### config.mk
export PLATFORM = sky130hd
export DESIGN_NAME = bcd_updown_counter_n
export DESIGN_NICKNAME = d
export VERILOG_FILES = /design/src/rtl/bcd_pkg.sv /design/src/rtl/bcd_digit_cell.sv /design/src/rtl/bcd_updown_counter_n.sv
export SDC_FILE = /design/constraint.sdc
export NUM_CORES = 1
export LEC_CHECK = 0
export BUFFER_PORTS_ARGS = -buffer_cell sky130_fd_sc_hd__clkbuf_2
export CORE_MARGIN = 2
export CORE_UTILIZATION = 30
export CTS_CLUSTER_SIZE = 28
export DETAILED_ROUTE_END_ITERATION = 8
export HOLD_SLACK_MARGIN = 0.1
export PLACE_DENSITY_LB_ADDON = 0.08
export SLEW_MARGIN = 0
export SYNTH_ARGS = -nofsm -noshare
export SYNTH_HDL_FRONTEND = slang
export SYNTH_SLANG_ARGS = --single-unit
### constraint.sdc
create_clock -name i_Clk -period 5.4 [get_ports i_Clk]
set_input_delay 0.81 -clock i_Clk [delete_from_list [all_inputs] [get_ports i_Clk]]
set_output_delay 0.81 -clock i_Clk [all_outputs]
set_load 0.01 [all_outputs]
### src/rtl/bcd_pkg.sv
// Shared BCD counter definitions: digit/segment widths, BCD limits,
// seven-segment patterns (active-high, g..a order, bit0 = a) and helpers.
package bcd_pkg;

  localparam int unsigned DIGIT_W = 4;
  localparam int unsigned SEG_W   = 7;

  localparam logic [DIGIT_W-1:0] BCD_MAX  = 4'd9;
  localparam logic [DIGIT_W-1:0] BCD_ZERO = 4'd0;

  localparam logic [SEG_W-1:0] SEG_0 = 7'b0111111;
  localparam logic [SEG_W-1:0] SEG_1 = 7'b0000110;
  localparam logic [SEG_W-1:0] SEG_2 = 7'b1011011;
  localparam logic [SEG_W-1:0] SEG_3 = 7'b1001111;
  localparam logic [SEG_W-1:0] SEG_4 = 7'b1100110;
  localparam logic [SEG_W-1:0] SEG_5 = 7'b1101101;
  localparam logic [SEG_W-1:0] SEG_6 = 7'b1111101;
  localparam logic [SEG_W-1:0] SEG_7 = 7'b0000111;
  localparam logic [SEG_W-1:0] SEG_8 = 7'b1111111;
  localparam logic [SEG_W-1:0] SEG_9 = 7'b1101111;

  // Synchronised push-button edge pulses, bit0 = up, bit1 = down.
  typedef struct packed {
    logic down;
    logic up;
  } push_t;

  // Active-high segment pattern for one BCD digit.
  function automatic logic [SEG_W-1:0] seg_decode(input logic [DIGIT_W-1:0] bcd);
    logic [SEG_W-1:0] seg;
    case (bcd)
      4'd0:    seg = SEG_0;
      4'd1:    seg = SEG_1;
      4'd2:    seg = SEG_2;
      4'd3:    seg = SEG_3;
      4'd4:    seg = SEG_4;
      4'd5:    seg = SEG_5;
      4'd6:    seg = SEG_6;
      4'd7:    seg = SEG_7;
      4'd8:    seg = SEG_8;
      4'd9:    seg = SEG_9;
      default: seg = SEG_0;  // stored digits never exceed 9
    endcase
    return seg;
  endfunction

  // Non-BCD load nibbles are stored as zero.
  function automatic logic [DIGIT_W-1:0] bcd_clamp(input logic [DIGIT_W-1:0] nib);
    return (nib > BCD_MAX) ? BCD_ZERO : nib;
  endfunction

endpackage

### src/rtl/bcd_digit_cell.sv
// One BCD digit register with load, increment and decrement.
// Ports:
//   clk, rst_n  clock and async active-low reset
//   inc, dec    step requests (mutually exclusive), from the digit below
//   load        parallel load, overrides inc/dec
//   load_val    load nibble, values above 9 are stored as 0
//   value       registered digit
//   carry_out   combinational increment request for the next digit
//   borrow_out  combinational decrement request for the next digit
module bcd_digit_cell
  import bcd_pkg::*;
(
  input  logic               clk,
  input  logic               rst_n,
  input  logic               inc,
  input  logic               dec,
  input  logic               load,
  input  logic [DIGIT_W-1:0] load_val,
  output logic [DIGIT_W-1:0] value,
  output logic               carry_out,
  output logic               borrow_out
);

  logic [DIGIT_W-1:0] value_nxt;

  // Next digit value and ripple requests.
  always_comb begin
    value_nxt  = value;
    carry_out  = 1'b0;
    borrow_out = 1'b0;
    if (load) begin
      value_nxt = bcd_clamp(load_val);
    end else if (inc) begin
      if (value == BCD_MAX) begin
        value_nxt = BCD_ZERO;
        carry_out = 1'b1;
      end else begin
        value_nxt = value + DIGIT_W'(1);
      end
    end else if (dec) begin
      if (value == BCD_ZERO) begin
        value_nxt  = BCD_MAX;
        borrow_out = 1'b1;
      end else begin
        value_nxt = value - DIGIT_W'(1);
      end
    end
  end

  // Digit register.
  always_ff @(posedge clk or negedge rst_n) begin
    if (!rst_n) begin
      value <= BCD_ZERO;
    end else begin
      value <= value_nxt;
    end
  end

endmodule

### src/rtl/bcd_updown_counter_n.sv
// N-digit BCD up/down counter driven by push buttons, with parallel load,
// wrap or saturate at the limits, chainable carry/borrow pulses and
// per-digit seven-segment outputs.
// Ports:
//   i_Clk     system clock
//   i_Rst     async active-low reset
//   i_Push    raw buttons, bit0 = up, bit1 = down (asynchronous)
//   i_Load    synchronous parallel load strobe
//   i_Data    load value, digit k at [4k+3:4k]
//   o_LED     registered BCD count, digit 0 least significant
//   o_FND     segment drive for digit k at [7k+6:7k], g..a order
//   o_Carry   one-cycle pulse on up-overflow
//   o_Borrow  one-cycle pulse on down-underflow
module bcd_updown_counter_n
  import bcd_pkg::*;
#(
  parameter int unsigned DIGITS         = 3,
  parameter bit          SATURATE       = 1'b0,
  parameter bit          FND_ACTIVE_LOW = 1'b1
) (
  input  logic                      i_Clk,
  input  logic                      i_Rst,
  input  logic [1:0]                i_Push,
  input  logic                      i_Load,
  input  logic [DIGIT_W*DIGITS-1:0] i_Data,
  output logic [DIGIT_W*DIGITS-1:0] o_LED,
  output logic [SEG_W*DIGITS-1:0]   o_FND,
  output logic                      o_Carry,
  output logic                      o_Borrow
);

  logic [1:0]        push_meta;
  logic [1:0]        push_sync;
  logic [1:0]        push_prev;
  push_t             pulse;
  logic              up_req;
  logic              dn_req;
  logic              all_nine;
  logic              all_zero;
  logic              inc0;
  logic              dec0;
  logic              carry_nxt;
  logic              borrow_nxt;
  logic [DIGITS-1:0] is_nine;
  logic [DIGITS-1:0] is_zero;
  logic [DIGITS-1:0] inc_in;
  logic [DIGITS-1:0] dec_in;
  logic [DIGITS-1:0] carry_c;
  logic [DIGITS-1:0] borrow_c;

  // Two-flop synchroniser plus previous-sample flop for edge detection.
  always_ff @(posedge i_Clk or negedge i_Rst) begin
    if (!i_Rst) begin
      push_meta <= 2'b00;
      push_sync <= 2'b00;
      push_prev <= 2'b00;
    end else begin
      push_meta <= i_Push;
      push_sync <= push_meta;
      push_prev <= push_sync;
    end
  end

  // Load wins over pushes; simultaneous up and down cancel.
  always_comb begin
    pulse      = push_t'(push_sync & ~push_prev);
    up_req     = pulse.up & ~pulse.down & ~i_Load;
    dn_req     = pulse.down & ~pulse.up & ~i_Load;
    all_nine   = &is_nine;
    all_zero   = &is_zero;
    // In saturate mode the chain is never started at the limit, so the
    // flag comes from the limit detect instead of the last cell's ripple.
    inc0       = up_req & ~(SATURATE & all_nine);
    dec0       = dn_req & ~(SATURATE & all_zero);
    carry_nxt  = carry_c[DIGITS-1]  | (SATURATE & up_req & all_nine);
    borrow_nxt = borrow_c[DIGITS-1] | (SATURATE & dn_req & all_zero);
  end

  // Digit chain: cell k steps when every lower digit rolls over.
  for (genvar k = 0; k < DIGITS; k++) begin : g_digit
    if (k == 0) begin : g_first
      assign inc_in[k] = inc0;
      assign dec_in[k] = dec0;
    end else begin : g_rest
      assign inc_in[k] = carry_c[k-1];
      assign dec_in[k] = borrow_c[k-1];
    end

    bcd_digit_cell u_cell (
      .clk        (i_Clk),
      .rst_n      (i_Rst),
      .inc        (inc_in[k]),
      .dec        (dec_in[k]),
      .load       (i_Load),
      .load_val   (i_Data[DIGIT_W*k +: DIGIT_W]),
      .value      (o_LED[DIGIT_W*k +: DIGIT_W]),
      .carry_out  (carry_c[k]),
      .borrow_out (borrow_c[k])
    );

    assign is_nine[k] = (o_LED[DIGIT_W*k +: DIGIT_W] == BCD_MAX);
    assign is_zero[k] = (o_LED[DIGIT_W*k +: DIGIT_W] == BCD_ZERO);

    // Segment decode of the registered digit.
    assign o_FND[SEG_W*k +: SEG_W] = FND_ACTIVE_LOW
                                   ? ~seg_decode(o_LED[DIGIT_W*k +: DIGIT_W])
                                   :  seg_decode(o_LED[DIGIT_W*k +: DIGIT_W]);
  end

  // Overflow / underflow flags, one cycle wide.
  always_ff @(posedge i_Clk or negedge i_Rst) begin
    if (!i_Rst) begin
      o_Carry  <= 1'b0;
      o_Borrow <= 1'b0;
    end else begin
      o_Carry  <= carry_nxt;
      o_Borrow <= borrow_nxt;
    end
  end

endmodule

### Yosys cells after proc, flatten, opt, wreduce, memory -nomap -nowiden

Memory sizes are Yosys's and may differ from the RTL's.
Index checks and enable logic that the tools add are counted.

* output and inout bits: 35
* memories: 3
* word-level logic and storage cells: 80
* register bits after elaboration: 20
* memory bits (read-only): 336

Memories
* (name not given): depth 16, width 7, rd ports 1, clocked after memory_dff 0, wr ports 0, line bcd_pkg.sv:31 `case (bcd)`
* (name not given): depth 16, width 7, rd ports 1, clocked after memory_dff 0, wr ports 0, line bcd_pkg.sv:31
* (name not given): depth 16, width 7, rd ports 1, clocked after memory_dff 0, wr ports 0, line bcd_pkg.sv:31

* bitwise logic cells: 12
* reduce and logical (&&, ||, !) cells: 6
* mux-type cells: 39
* add/sub/neg operators: 6
* magnitude comparators: 3
* eq/ne operators: 3

Operators with widths (number)
* $mux 4: 18
* $mux 1: 21
* $not 7->7: 3
* $add 4x1->4 const B: 3
* $eq 4x4->1 const B: 3
* $gt 4x4->1 const B: 3
* $logic_not 4->1: 3
* $sub 4x1->4 const B: 3
* $reduce_bool 3->1: 3
* $and 1x1->1: 4
* $not 1->1: 3
* $and 2x2->2: 1
* $not 2->2: 1

### Depth between registers and ports, before layout

Gate-level depths: netlist of run 1.

* word-level depth: 14
* gate-level depth with buffers: 8
* gate-level depth less buffers: 7

### Cells and area by module

Synthesis of run 1 repeated with hierarchy kept, for this count alone.

* cells, all modules: 230
* area, all modules: 2015.7 µm²

Modules (own cells, without submodules)
* bcd_digit_cell: times used 3, cells each 50, area each 392.9 µm²
* bcd_updown_counter_n: times used 1, cells each 80, area each 837.1 µm²

### Least setup slack after synthesis of run 1

Ideal clock, no wire load.

* path kind: register -> output
* from: register g_digit[1].u_cell.value[0]
* to: output o_FND[11]
* path slack: 3222 ps
* buffers on the path: 0
* stages on the path, launching flop included: 5
* arrival time: 1368 ps
* data required time: 4590 ps
* path through: dfrtp_1 inv_1 ha_1 nor2b_1 o31ai_1

* longest elaborated chain between the ends: 2

RTL lines
* start, declared: line bcd_digit_cell.sv:19 `output logic [DIGIT_W-1:0] value,`
* start signal, assigned: line bcd_digit_cell.sv:55 `value <= value_nxt;`
* $mem_v2 16x7
* $not 7->7: line bcd_updown_counter_n.sv:106 `? ~seg_decode(o_LED[DIGIT_W*k +: DIGIT_W])`
* end, declared: line bcd_updown_counter_n.sv:27 `output logic [SEG_W*DIGITS-1:0] o_FND,`

Every way passes these cells.

### Worst setup path after layout of run 1

Ends and elaborated chain as after synthesis.

==> impl_metrics.toml, run 1 <==
[outcome]
status = "finished, final reports clean"

[pwr]
power.density_nw_per_um2 = 280.8
p_sw_uw = 269.4
peakVddDrop_v = 0.00009774
swShare_pct = 42.98
seqPwrFrac_pct = 35.5
pwr-share-comb_pct = 48.4
p_leak_nw = 1.063
p_int_uw = 357.4
clkPwrFrac_pct = 16.0

[layout]
fin_nets = 312
area_growth_pct = 17.76
diodes = 0
final_layout_size_suffix_gt1_share_pct = 23.27

[run]
max_cap_violations = 0

[worst_hold_path]
holdCritPathClass = "reg2reg"
min_path_cells = 0
min_from = "push_meta[1]"
min_to = "push_sync[1]"

[worst_setup_path]
critPathCaptureType = "primary output"
crit_chain = "inv_1 -> ha_1 -> nor2b_1 -> o31ai_1 -> clkbuf_2"
cp_slowest_stage_delay_ns = 0.55
cp.arrival_ns = 1.86
r2r-end = "g_digit[1].u_cell.value[3]"
critical_path_class = "reg2out"
r2r_slack_ns = 3.09
start_kind = "flip-flop"
startpoint = "g_digit[1].u_cell.value[0]"
cp_max_fo = 10
reg2reg_depth = 7
cp_slowest_cell = "dfrtp_1"
timing.rr.start = "g_digit[0].u_cell.value[0]"
worst-endpoint-required_ns = 4.59

[sta]
worst_pin_slew_ns = 0.6310
fin_tns_setup_ns = 0
worst_clock_skew_ns = 0.002611
slew_violations = 0
fmax_mhz = 375.1
rsz0062_at_grt = "no"
min_period_over_period_pct = 49.36
min_period_ns = 2.666
hold_ws_ns = 0.3536
hold_viol = 0
setup_viol = 0
slew_headroom_pct = 57.94

[synth]
synth_edf_count = 0
synth_cells = 233
synth_seq_cells = 20
synthDistinctLibCells = 49
syn_avg_cell_area_sq_um = 8.135
ys_top_cells_by_area = "dfrtp_1, ha_1, a21oi_1, nor2_1, nand2_1"
yosysTopAreaCellShare_pct = 26.40
netlist_area_sq_um = 1896
ys.flop_type = "dfrtp_1"
synth.largest_area_cell = "dfrtp_1"
ys_seq_area_share_pct = 26.40
ys_warn_count = 0
synth_most_common_cell = "nor2_1"
async_reset_ff_share_pct = 100.0
syn_nets = 268
yosys-top-cells-count = "nor2_1, dfrtp_1, nand2_1, ha_1, a21oi_1"

[floorplanning]
start_util_pct = 31.46
die_height_microns = 83.49
die_area_sq_um = 6971
die_width_microns = 83.49
rows = 28
pin_count = 52
design.core.area_sq_um = 6026

[place]
dp_hpwl_microns = 3718
place_congestion = 0.7810
portBuffers = 51

[route]
antenna_left = 0
via_per_inst = 5.129
drt_iter0_drc = 61
drt-wirelength-per-cell_microns = 14.33
drt-total-wl_microns = 5017
num_vias = 1795
firstDrtPassIters = 4
remaining_drc_errors = 0

[global_routing]
grt_pass1_wl_microns = 8459
grt_max_degree = 34
grt_pass1_vias = 1737
grt.overflow.total = 0
antenna_found_initial = 0
grtUsageTotal_pct = 14.36

[clock_tree]
cts_resized = 0
cts_buffer_depth = 2
h-tree-depth = 1
path_clk_slew_ns = 0.08
root_buffer = "clkbuf_8"
post_cts_buffers = 0
cts_hold_buffers = 0
cts_buffers = 3
numClockSinks = 20
clock_latency_ns = 0.26
cts_tree = "built"
-- worst max path at each step --
stage / slack, ns / endpoint
2_1_floorplan: 3.22 / o_FND[11]
3_3_place_gp: 3.04 / o_FND[11]
3_5_place_dp: 3.01 / o_FND[11]
4_1_cts: 2.73 / o_FND[11]
5_1_grt: 2.62 / o_FND[11]
6_report: 2.73 / o_FND[11]
-- critical path, delay by kind of cell, from the launching register on --
family,cells,cell delay (ns)
AND/OR/NAND/NOR,1,0.19
flip-flops,1,0.55
buffers and inverters,2,0.32
AO/OA/AOI/OAI,1,0.25
adder cells (fa/ha/maj),1,0.29
-- cells in the final DEF (no fill, tap or decap), types with 3 or more instances in the layout --
cell       n
nor2b_1    8
inv_1     14
o31ai_1    7
xnor2_1    3
a32oi_1    4
ha_1      18
nor2_1    21
or3_1      3
o21ai_0   13
nand3b_1   3
mux2i_1    3
nand2b_1   6
nand2_1   20
clkbuf_8   3
nor3b_1    3
dfrtp_1   20
a31oi_1    6
a21oi_1   17
clkbuf_2  51
a211o_1    3
nand3_1    8
nor3_1     5
-- registers in the layout, indices dropped and copies added (netlist names) --
name / flops
o_Carry: 1
push_sync: 2
push_prev: 2
g_digit.u_cell.value: 12
push_meta: 2
o_Borrow: 1
-- kinds of logic (layout without fill, tap and decap cells) --
group | count (synthesis) | in the layout | synth area share (%)
and+or+nand+nor | 87 | 87 | 25.08
buffers and inverters | 27 | 69 | 6.007
DFF | 20 | 20 | 26.40
AOI/OAI and AO/OA | 70 | 70 | 24.55
adders and majority gates | 18 | 18 | 11.88
xor gates and xnor gates | 5 | 5 | 2.311
muxes | 6 | 6 | 3.762
-- per-stage QoR --
| step | worst slack [ns] | cells | area, sq um | power (mW) | utilization, % |
|---|---|---|---|---|---|
| floorplan | 3.222 | 233 | 1896 | 0.4293 | - |
| global placement | 3.038 | 347 | 2191 | 0.5351 | 36.36 |
| detailed placement | 3.012 | 347 | 2191 | 0.5310 | 36.36 |
| CTS | 2.726 | 350 | 2232 | 0.6325 | 37.04 |
| global route | 2.618 | 350 | 2232 | 0.6855 | 37.04 |
| finish | 2.734 | 350 | 2232 | 0.6268 | 37.04 |
-- per-layer routing --
metal / global-route usage, % / vias to the layer above / wire [microns]
li1: - / 917 / -
met1: 20.73 / 829 / 2533
met2: 21.99 / 43 / 2222
met3: 2.868 / 6 / 223
met4: 3.519 / 0 / 39
met5: 0 / - / 0
-- power by group through the flow --
stage	clock [mW]	combinational [mW]	sequential, mW
after floorplan	0	0.228	0.201
after global placement	0	0.309	0.226
final	0.101	0.304	0.223
after global routing	0.112	0.343	0.230
after CTS	0.103	0.307	0.223
after detailed placement	0	0.305	0.226
-- final cells by class --
class	count	area, sq um
multi-input cells	186	1281
well taps	75	93.84
inverters	14	52.55
repair buffers	52	262.8
flip-flops and latches	20	500.5
fillers	654	3794
clock buffers	3	41.29
No activity file was read; power rests on OpenSTA's default activity.
==> run 2, diff against run 1 <==
==> constraint.sdc (replaced) <==
create_clock -name i_Clk -period 2.5 [get_ports i_Clk]
set_input_delay 0.375 -clock i_Clk [delete_from_list [all_inputs] [get_ports i_Clk]]
set_output_delay 0.375 -clock i_Clk [all_outputs]
set_load 0.01 [all_outputs]
==> impl_metrics.toml, run 2 (synthesis results as in run 1) <==
[route]
antenna_left = 0
via_per_inst = 5.109
drt_iter0_drc = 61
firstDrtPassIters = 4
wl_met3_microns = 171
remaining_drc_errors = 0
wirelength_met1_microns = 2460
num_vias = 1829
dr_wl_met2_microns = 2291
top_layer_used = "met4"
drt-wirelength-per-cell_microns = 13.82
drt-total-wl_microns = 4946

[worst_setup_path]
critPathCaptureType = "primary output"
r2r-end = "g_digit[2].u_cell.value[2]"
start_kind = "flip-flop"
timing.rr.start = "g_digit[1].u_cell.value[0]"
cp_max_fo = 10
r2r_slack_ns = 0.41
reg2reg_depth = 7
critical_path_class = "reg2out"
cp.arrival_ns = 1.78
worst-endpoint-required_ns = 2.12

[clock_tree]
path_clk_slew_ns = 0.08
clock_latency_ns = 0.26
cts_buffer_depth = 2
cts_resized = 0
cts_buffers = 3
root_buffer = "clkbuf_8"
cts_hold_buffers = 0
h-tree-depth = 1
cts_tree = "built"
numClockSinks = 20
post_cts_buffers = 0

[floorplanning]
die_area_sq_um = 6971
die_height_microns = 83.49
start_util_pct = 31.46
design.core.area_sq_um = 6026
die_width_microns = 83.49
rows = 28
pin_count = 52

[place]
pre_cts_ws_ns = 0.4328
portBuffers = 51
dpl_cell_area_sq_um = 2243
dp_hpwl_microns = 3760
place_congestion = 0.7993

[sta]
fin_tns_setup_ns = 0
min_period_over_period_pct = 86.22
slew_headroom_pct = 64.13
rsz0062_at_grt = "no"
hold_viol = 0
min_period_ns = 2.156
worst_pin_slew_ns = 0.5380
fmax_mhz = 463.9
slew_violations = 0
worst_clock_skew_ns = 0.004157
setup_viol = 0
setup_slack_ns = 0.3444

[global_routing]
antenna_found_initial = 0
grt.overflow.total = 0
grtUsageTotal_pct = 14.16
grt_pass1_vias = 1697
grt_pass1_wl_microns = 8342
grt_max_degree = 23

[pwr]
p_leak_nw = 1.104
power.density_nw_per_um2 = 616.2
peakVddDrop_v = 0.0002072

[layout]
stdcell_area_sq_um = 2298
largest_reg_flops = 12
final_layout_size_suffix_gt1_share_pct = 25.44
fin_nets = 319
fin_util_pct = 38.14
area_growth_pct = 21.25
layout_common_cells = "clkbuf_2, nor2_1, nand2_1, dfrtp_1, ha_1"
diodes = 0
final_common_cell = "clkbuf_2"
top_register = "g_digit.u_cell.value"

[outcome]
status = "finished, final reports clean"

[run]
max_cap_violations = 0

[worst_hold_path]
holdCritPathClass = "in2async"
## run 2: report_power, final
| group | switching (mW) | internal, mW | leakage [nW] |
|---|---|---|---|
| combinational | 0.398 | 0.331 | 0.832 |
| clock | 0.109 | 0.140 | 0.0288 |
| sequential | 0.0782 | 0.360 | 0.244 |
## run 2: area by class of cell
class | count | area [sq um]
clock buffer | 4 | 55.05
fill | 648 | 3727
inverter | 14 | 52.55
multi-input combinational | 186 | 1281
sequential | 20 | 500.5
tap | 75 | 93.84
timing repair buffer | 59 | 315.3
## run 2: worst max path at each step
stage	from	end	slack (ns)	cells past startpoint
6_report	g_digit[1].u_cell.value[0]	o_FND[11]	0.34	5
3_5_place_dp	g_digit[1].u_cell.value[0]	g_digit[2].u_cell.value[2]	0.43	7
5_1_grt	g_digit[1].u_cell.value[1]	o_FND[11]	0.15	5
2_1_floorplan	g_digit[0].u_cell.value[0]	g_digit[1].u_cell.value[3]	0.41	8
4_1_cts	g_digit[1].u_cell.value[0]	o_FND[11]	0.33	5
3_3_place_gp	g_digit[1].u_cell.value[1]	g_digit[2].u_cell.value[3]	0.46	8
## run 2: worst max-delay path, stage by stage (launching register included)
cell and delay [ns]:
dfrtp_1 0.53, inv_1 0.14, ha_1 0.29, nor2b_1 0.18, o31ai_1 0.22, clkbuf_2 0.17
## run 2: routing by layer
metal | track usage, % | up-vias
met2 | 22.07 | 33
met4 | 3.079 | 0
met1 | 20.77 | 855
li1 | - | 939
met3 | 2.077 | 2
met5 | 0 | -
## run 2: metrics by stage
step / power [mW] / hold WS (ns) / cells
finish: 1.416 / 0.08429 / 358
global route: 1.550 / 0.1071 / 358
CTS: 1.437 / 0.1054 / 358
detailed placement: 1.178 / 0.3347 / 354
global placement: 1.189 / 0.3335 / 354
floorplan: 0.9273 / 0.07941 / 233
